--- config.mk ---
export PLATFORM = sky130hd
export DESIGN_NAME = mce_encrypt
export DESIGN_NICKNAME = d
export VERILOG_FILES = /design/src/rtl/mce_encrypt_pkg.sv /design/src/rtl/mce_encrypt_col_dot.sv /design/src/rtl/mce_encrypt.sv
export SDC_FILE = /design/constraint.sdc
export NUM_CORES = 1
export LEC_CHECK = 0
export ABC_AREA = 1
export ABC_CLOCK_PERIOD_IN_PS = 1600
export CAP_MARGIN = 15
export CORE_MARGIN = 10
export CORE_UTILIZATION = 47
export DETAILED_ROUTE_END_ITERATION = 10
export GPL_ROUTABILITY_DRIVEN = 1
export HOLD_SLACK_MARGIN = 0.05
export PLACE_DENSITY_LB_ADDON = 0.15
export SYNTH_ARGS = -nofsm -noshare
export SYNTH_HDL_FRONTEND = slang
export SYNTH_SLANG_ARGS = --single-unit
--- constraint.sdc ---
create_clock -name clk -period 1.6 [get_ports clk]
set_input_delay 0.4 -clock clk [delete_from_list [all_inputs] [get_ports clk]]
set_output_delay 0.4 -clock clk [all_outputs]
set_load 0.02 [all_outputs]
--- src/rtl/mce_encrypt_pkg.sv ---
// Shared McEliece parameters and encryptor state type.
// The key-generation block uses the same header, so both ends agree on the widths.
package mce_encrypt_pkg;

  localparam int unsigned Q_DEFAULT = 2;  // prime q
  localparam int unsigned T_DEFAULT = 1;  // correctable errors

  // Message length n = q*q
  function automatic int unsigned msg_bits(input int unsigned q);
    return q * q;
  endfunction

  // Code length K = n + 2*t*q
  function automatic int unsigned code_bits(input int unsigned q, input int unsigned t);
    return q * q + 2 * t * q;
  endfunction

  typedef enum logic [1:0] {
    ST_IDLE    = 2'd0,
    ST_RCV_KEY = 2'd1,
    ST_DONE    = 2'd2
  } mce_state_e;

endpackage

--- src/rtl/mce_encrypt_col_dot.sv ---
// GF(2) dot product of two n-bit vectors: AND followed by XOR reduction.
// It is also reusable for syndrome computation on the decode side.
module mce_col_dot #(
  parameter int unsigned N_BITS = 4
) (
  input  logic [N_BITS-1:0] a,
  input  logic [N_BITS-1:0] b,
  output logic              p
);

  // Parity of the bitwise product; there is no carry arithmetic
  always_comb begin
    p = ^(a & b);
  end

endmodule

--- src/rtl/mce_encrypt.sv ---
// McEliece encryptor: c = m*G' xor e.
// G' arrives one column per key_valid, highest column index first.
module mce_encrypt
  import mce_encrypt_pkg::*;
#(
  parameter int unsigned Q = Q_DEFAULT,
  parameter int unsigned T = T_DEFAULT,
  localparam int unsigned NM = msg_bits(Q),
  localparam int unsigned K  = code_bits(Q, T)
) (
  input  logic          clk,
  input  logic          reset,
  input  logic          start,
  input  logic [NM-1:0] msg,
  input  logic [K-1:0]  err,
  input  logic          key_valid,
  input  logic [NM-1:0] key_col,
  output logic          busy,
  output logic [K-1:0]  ct,
  output logic          ct_valid,
  output logic          err_flag
);

  localparam int unsigned CW  = $clog2(K);
  localparam int unsigned WCW = $clog2(K + 1);

  mce_state_e     state_q, state_d;
  logic [NM-1:0]  msg_q, msg_d;
  logic [K-1:0]   err_q, err_d;
  logic [K-1:0]   ct_q, ct_d;
  logic [CW-1:0]  col_idx_q, col_idx_d;
  logic [WCW-1:0] wcnt_q, wcnt_d;
  logic           busy_q, busy_d;
  logic           ct_valid_q, ct_valid_d;
  logic           err_flag_q, err_flag_d;

  logic           dot_bit;
  logic           e_bit;
  logic [WCW-1:0] wcnt_inc;

  mce_col_dot #(
    .N_BITS(NM)
  ) u_col_dot (
    .a(msg_q),
    .b(key_col),
    .p(dot_bit)
  );

  // Next-state and output logic; outputs are registered on the transitions into each state
  always_comb begin
    state_d    = state_q;
    msg_d      = msg_q;
    err_d      = err_q;
    ct_d       = ct_q;
    col_idx_d  = col_idx_q;
    wcnt_d     = wcnt_q;
    busy_d     = busy_q;
    ct_valid_d = 1'b0;
    err_flag_d = err_flag_q;
    e_bit      = err_q[col_idx_q];
    wcnt_inc   = wcnt_q + WCW'(e_bit);

    case (state_q)
      ST_IDLE: begin
        if (start) begin
          msg_d      = msg;
          err_d      = err;
          ct_d       = '0;
          col_idx_d  = CW'(K - 1);
          wcnt_d     = '0;
          busy_d     = 1'b1;
          err_flag_d = 1'b0;
          state_d    = ST_RCV_KEY;
        end
      end
      ST_RCV_KEY: begin
        if (key_valid) begin
          ct_d[col_idx_q] = dot_bit ^ e_bit;
          wcnt_d          = wcnt_inc;
          // Column 0 is the last one, so the index never wraps
          if (col_idx_q == '0) begin
            busy_d     = 1'b0;
            ct_valid_d = 1'b1;
            err_flag_d = (wcnt_inc != WCW'(T));
            state_d    = ST_DONE;
          end else begin
            col_idx_d = col_idx_q - CW'(1);
          end
        end
      end
      ST_DONE: begin
        state_d = ST_IDLE;
      end
      default: begin
        state_d = ST_IDLE;
      end
    endcase
  end

  // State register with asynchronous active-high reset
  always_ff @(posedge clk or posedge reset) begin
    if (reset) begin
      state_q    <= ST_IDLE;
      msg_q      <= '0;
      err_q      <= '0;
      ct_q       <= '0;
      col_idx_q  <= '0;
      wcnt_q     <= '0;
      busy_q     <= 1'b0;
      ct_valid_q <= 1'b0;
      err_flag_q <= 1'b0;
    end else begin
      state_q    <= state_d;
      msg_q      <= msg_d;
      err_q      <= err_d;
      ct_q       <= ct_d;
      col_idx_q  <= col_idx_d;
      wcnt_q     <= wcnt_d;
      busy_q     <= busy_d;
      ct_valid_q <= ct_valid_d;
      err_flag_q <= err_flag_d;
    end
  end

  // Drive the outputs straight from the flops
  always_comb begin
    busy     = busy_q;
    ct       = ct_q;
    ct_valid = ct_valid_q;
    err_flag = err_flag_q;
  end

endmodule

==> report_table.html <==
<table>
<tr><th>Metric</th><th>Value</th></tr>
<tr><th colspan="2">Synth</th></tr>
<tr><td>Mux contribution to synthesized area</td><td>5.060%</td></tr>
<tr><td>Synth Area in Adders</td><td>2.811%</td></tr>
<tr><td>Syn Inst Count</td><td>208</td></tr>
<tr><td>Register area share after synthesis</td><td>44.98%</td></tr>
<tr><td>Yosys warning count</td><td>0</td></tr>
<tr><td>Synth unique cells</td><td>27</td></tr>
<tr><td>Flip-flop and latch count after synthesis</td><td>32</td></tr>
<tr><td>Area of the mapped netlist</td><td>1780 um^2</td></tr>
<tr><td>Fraction of synthesized cell area taken by the top area cell type</td><td>44.98%</td></tr>
<tr><td>Leading area contributor after synthesis</td><td>sky130_fd_sc_hd__dfrtp_1</td></tr>
<tr><td>Post-synthesis simple-gate area fraction</td><td>33.24%</td></tr>
<tr><td>Synth area leaders</td><td>sky130_fd_sc_hd__dfrtp_1 (45%), sky130_fd_sc_hd__nand2_1 (13%), sky130_fd_sc_hd__nand3_1 (7.0%)</td></tr>
<tr><td>Synthesized-area fraction occupied by ao, oa, aoi and oai cells</td><td>4.568%</td></tr>
<tr><td>Number of nets produced by synthesis</td><td>232</td></tr>
<tr><td>Main combinational cell family by area after synthesis</td><td>simple AND/OR/NAND/NOR gates</td></tr>
<tr><td>Avg Synthesized Cell Area</td><td>8.560 um^2</td></tr>
<tr><td>Xor and xnor fraction of the mapped netlist area</td><td>1.476%</td></tr>
<tr><th colspan="2">Timing</th></tr>
<tr><td>Worst path setup slack after routing</td><td>-0.1577 ns</td></tr>
<tr><td>Endpoints failing setup</td><td>3</td></tr>
<tr><td>Maximum clock frequency</td><td>568.9 MHz</td></tr>
<tr><td>Setup Skew</td><td>0.005731 ns</td></tr>
<tr><td>Actual transition at the worst max-transition pin</td><td>0.2211 ns</td></tr>
<tr><td>Slew Limit Headroom</td><td>85.32%</td></tr>
<tr><td>Fin. max-slew vios</td><td>0</td></tr>
<tr><td>Period utilisation layout</td><td>109.9%</td></tr>
<tr><td>Summed negative setup slack over all endpoints</td><td>-0.3022 ns</td></tr>
<tr><td>Worst hold margin</td><td>0.4534 ns</td></tr>
<tr><td>Final critical-path required period</td><td>1.758 ns</td></tr>
<tr><td>Final hold violations</td><td>0</td></tr>
<tr><td>RSZ-0062 raised after global routing</td><td>yes</td></tr>
<tr><th colspan="2">Route</th></tr>
<tr><td>Post-DRT Antenna Nets</td><td>0</td></tr>
<tr><td>Detailed-routing iteration count for the pre-antenna-repair pass</td><td>4</td></tr>
<tr><td>Violation count after the first detailed-routing iteration</td><td>113</td></tr>
<tr><td>Routed via count divided by cell count</td><td>4.864</td></tr>
<tr><td>DRT Wirelength</td><td>4139 um</td></tr>
<tr><td>DRC</td><td>0</td></tr>
<tr><td>Total number of vias</td><td>1542</td></tr>
<tr><td>Per-cell routed wire length</td><td>13.06 um</td></tr>
<tr><th colspan="2">Clock network</th></tr>
<tr><td>Number of clock sinks</td><td>32</td></tr>
<tr><td>Clock slew at reported path FFs</td><td>0.06 ns</td></tr>
<tr><td>Clock latency of the later-clocked register in the worst-skew pair</td><td>0.29 ns</td></tr>
<tr><td>TritonCTS clock tree</td><td>done</td></tr>
<tr><td>Longest Clk Path Bufs</td><td>2</td></tr>
<tr><td>Inserted Clock Buffers</td><td>5</td></tr>
<tr><td>Number of H-tree levels</td><td>2</td></tr>
<tr><td>CTS Root Cell</td><td>sky130_fd_sc_hd__clkbuf_8</td></tr>
<tr><th colspan="2">Worst setup path</th></tr>
<tr><td>Worst-case register-to-register setup slack</td><td>-0.16 ns</td></tr>
<tr><td>Required time of the critical path</td><td>1.78 ns</td></tr>
<tr><td>Reg-to-reg critical path startpoint</td><td>col_idx_q[0]$_DFFE_PP0P_</td></tr>
<tr><td>Critical Path Max Stage Delay</td><td>0.49 ns</td></tr>
<tr><td>Reg2reg path depth</td><td>12</td></tr>
<tr><td>Data arrival time at the worst-slack endpoint</td><td>1.94 ns</td></tr>
<tr><td>Top fanout value on the critical path</td><td>7</td></tr>
<tr><td>Worst setup path class</td><td>reg -&gt; reg</td></tr>
<tr><td>Dominant cell type by count on the critical path</td><td>sky130_fd_sc_hd__nand2_1</td></tr>
<tr><td>Element type at the critical path end</td><td>flop</td></tr>
<tr><td>Critical Path, Cell by Cell</td><td>inv_4, nand2_1, nand3_2, nand2_2, inv_2, nand2_4, ha_4, ha_4, xnor2_2, nand4_1, nand2_1, nand2_1</td></tr>
<tr><td>Crit path launch type</td><td>flop</td></tr>
<tr><td>Reg-to-reg critical path endpoint</td><td>err_flag$_DFFE_PP0P_</td></tr>
<tr><td>Slowest cell on crit path</td><td>sky130_fd_sc_hd__dfrtp_2</td></tr>
<tr><th colspan="2">Floorplanning</th></tr>
<tr><td>Die Y</td><td>81.55 um</td></tr>
<tr><td>Area of the die</td><td>6650 um^2</td></tr>
<tr><td>Effective utilization at floorplan</td><td>48.63%</td></tr>
<tr><td>Width of the chip</td><td>81.55 um</td></tr>
<tr><td>Placeable Area</td><td>3661 um^2</td></tr>
<tr><td>Count of standard-cell rows</td><td>22</td></tr>
<tr><td>Number of I/O pins</td><td>31</td></tr>
<tr><th colspan="2">Power and ir drop</th></tr>
<tr><td>Cell Pwr Density</td><td>1940 nW/um^2</td></tr>
<tr><td>Leakage power</td><td>0.001275 uW</td></tr>
<tr><td>Design Power</td><td>4886 uW</td></tr>
<tr><td>IR Drop Worst-Case VDD</td><td>1.152 mV</td></tr>
<tr><th colspan="2">Global routing</th></tr>
<tr><td>Number of global-route vias before repair</td><td>1440</td></tr>
<tr><td>Leftover overflow at the end of global routing</td><td>0</td></tr>
<tr><td>Total GRT Usage</td><td>13.04%</td></tr>
<tr><td>Global-route wire length before repair</td><td>6686 um</td></tr>
<tr><td>Maximum number of pins on one net before global-route repair</td><td>33</td></tr>
<tr><td>Initial antenna violation count</td><td>0</td></tr>
<tr><th colspan="2">Final layout</th></tr>
<tr><td>Post-route cell area</td><td>2519 um^2</td></tr>
<tr><td>Number of inserted diodes</td><td>0</td></tr>
<tr><td>Layout overhead on the synthesized area</td><td>41.46%</td></tr>
<tr><td>Top library cells by usage in the layout, fill and taps aside</td><td>sky130_fd_sc_hd__nand2_1 (55), sky130_fd_sc_hd__dfrtp_1 (30), sky130_fd_sc_hd__nand3_1 (23)</td></tr>
<tr><td>Share of layout cells above drive strength 1</td><td>27.14%</td></tr>
<tr><td>Most common cell after layout, fill and taps aside</td><td>sky130_fd_sc_hd__nand2_1</td></tr>
<tr><td>Number of nets in the layout</td><td>292</td></tr>
<tr><td>Core occupancy in the finished layout</td><td>68.80%</td></tr>
<tr><th colspan="2">Job</th></tr>
<tr><td>Number of max-cap violations</td><td>0</td></tr>
<tr><th colspan="2">Placed design</th></tr>
<tr><td>Placed Area</td><td>2354 um^2</td></tr>
<tr><td>Number of port buffers</td><td>30</td></tr>
<tr><td>Final weighted congestion in routability-driven placement</td><td>0.8087</td></tr>
<tr><td>Detailed placer's ending HPWL</td><td>3074 um</td></tr>
<tr><th colspan="2">Hold path</th></tr>
<tr><td>Path category of the worst min-delay check</td><td>in -&gt; async</td></tr>
<tr><th colspan="2">Outcome</th></tr>
<tr><td>Violations in the final reports</td><td>setup timing</td></tr>
<tr><td>Outcome</td><td>finished, violations left</td></tr>
</table>
==> kinds of logic (layout without fill, tap and decap cells) <==
group	Yosys count	after routing
and+or+nand+nor	119	119
DFF	32	32
buffers and inverters	27	88
AOI/OAI and AO/OA	15	15
muxes	8	8
adders and majority gates	4	4
xor gates and xnor gates	3	3
==> report_power, final <==
part           leakage [uW]  switching, uW  internal (uW)  total (uW)
registers          0.000392            276           1160        1430
clock network     0.0000455            286            350         636
logic              0.000837           1530           1280        2820
==> timing repair <==
| action | 4_1_cts | 5_1_grt |
|---|---|---|
| hold buffers | 0 | 0 |
| resized for setup | 14 | 14 |
| setup buffers | 3 | 2 |
| setup endpoints to repair | 18 | 14 |
| hold endpoints to repair | 0 | 0 |
| pin swaps | 4 | 1 |
==> Yosys cell counts (all sizes together) <==
library cell  number
ha                 4
dfrtp             32
nand4              1
nor2              22
o211ai             2
nand3             27
a21oi              4
xor2               1
xnor2              2
a31oi              1
nor3               1
mux2               8
clkinv             1
o21ai              8
nand2             68
inv               21
buf                5
==> worst max path at each step <==
stage	to	start	slack, ns	cells after the start
global placement	err_flag$_DFFE_PP0P_	col_idx_q[0]$_DFFE_PP0P_	-0.21	12
CTS	err_flag$_DFFE_PP0P_	col_idx_q[0]$_DFFE_PP0P_	-0.16	12
finish	err_flag$_DFFE_PP0P_	col_idx_q[0]$_DFFE_PP0P_	-0.16	12
detailed placement	err_flag$_DFFE_PP0P_	col_idx_q[0]$_DFFE_PP0P_	-0.23	12
global route	err_flag$_DFFE_PP0P_	col_idx_q[0]$_DFFE_PP0P_	-0.28	12
floorplan	err_flag$_DFFE_PP0P_	col_idx_q[0]$_DFFE_PP0P_	-0.02	13
==> critical path: cells and delay by family (launching register included) <==
kind | cells | cell delay, ns
simple gates | 7 | 0.53
flops | 1 | 0.49
fa+ha+maj | 2 | 0.31
xor+xnor | 1 | 0.14
buf+inv | 2 | 0.17
==> stage by stage <==
step,cells,setup WS [ns]
2_1_floorplan,208,-0.02327
4_1_cts,315,-0.1619
3_5_place_dp,305,-0.2324
5_1_grt,317,-0.2821
6_report,317,-0.1577
3_3_place_gp,305,-0.2110
==> layout make-up <==
cell class / count / area [um^2]
flip-flops and latches: 32 / 803.3
clock buffers: 8 / 90.09
fillers: 293 / 1142
inverters: 22 / 90.09
well taps: 48 / 60.06
repair buffers: 58 / 554.3
multi-input cells: 149 / 920.9
==> registers in the layout, summed over array words and instances, names as in the netlist <==
name	flops
col_idx_q	3
ct_valid	1
state_q	2
wcnt_q	4
msg_q	4
ct	8
busy	1
err_q	8
err_flag	1
==> metal layers <==
layer  part of all wire [%]  routed length (um)  up-vias  GRT usage (%)
met5                      0                   0        -              0
li1                       -                   -      786              -
met2                     49                2025       29          21.01
met3                    4.8                 200        7          3.384
met1                     44                1837      720          15.69
met4                    1.8                  76        0          6.747
(Power assumes the default switching activity.)
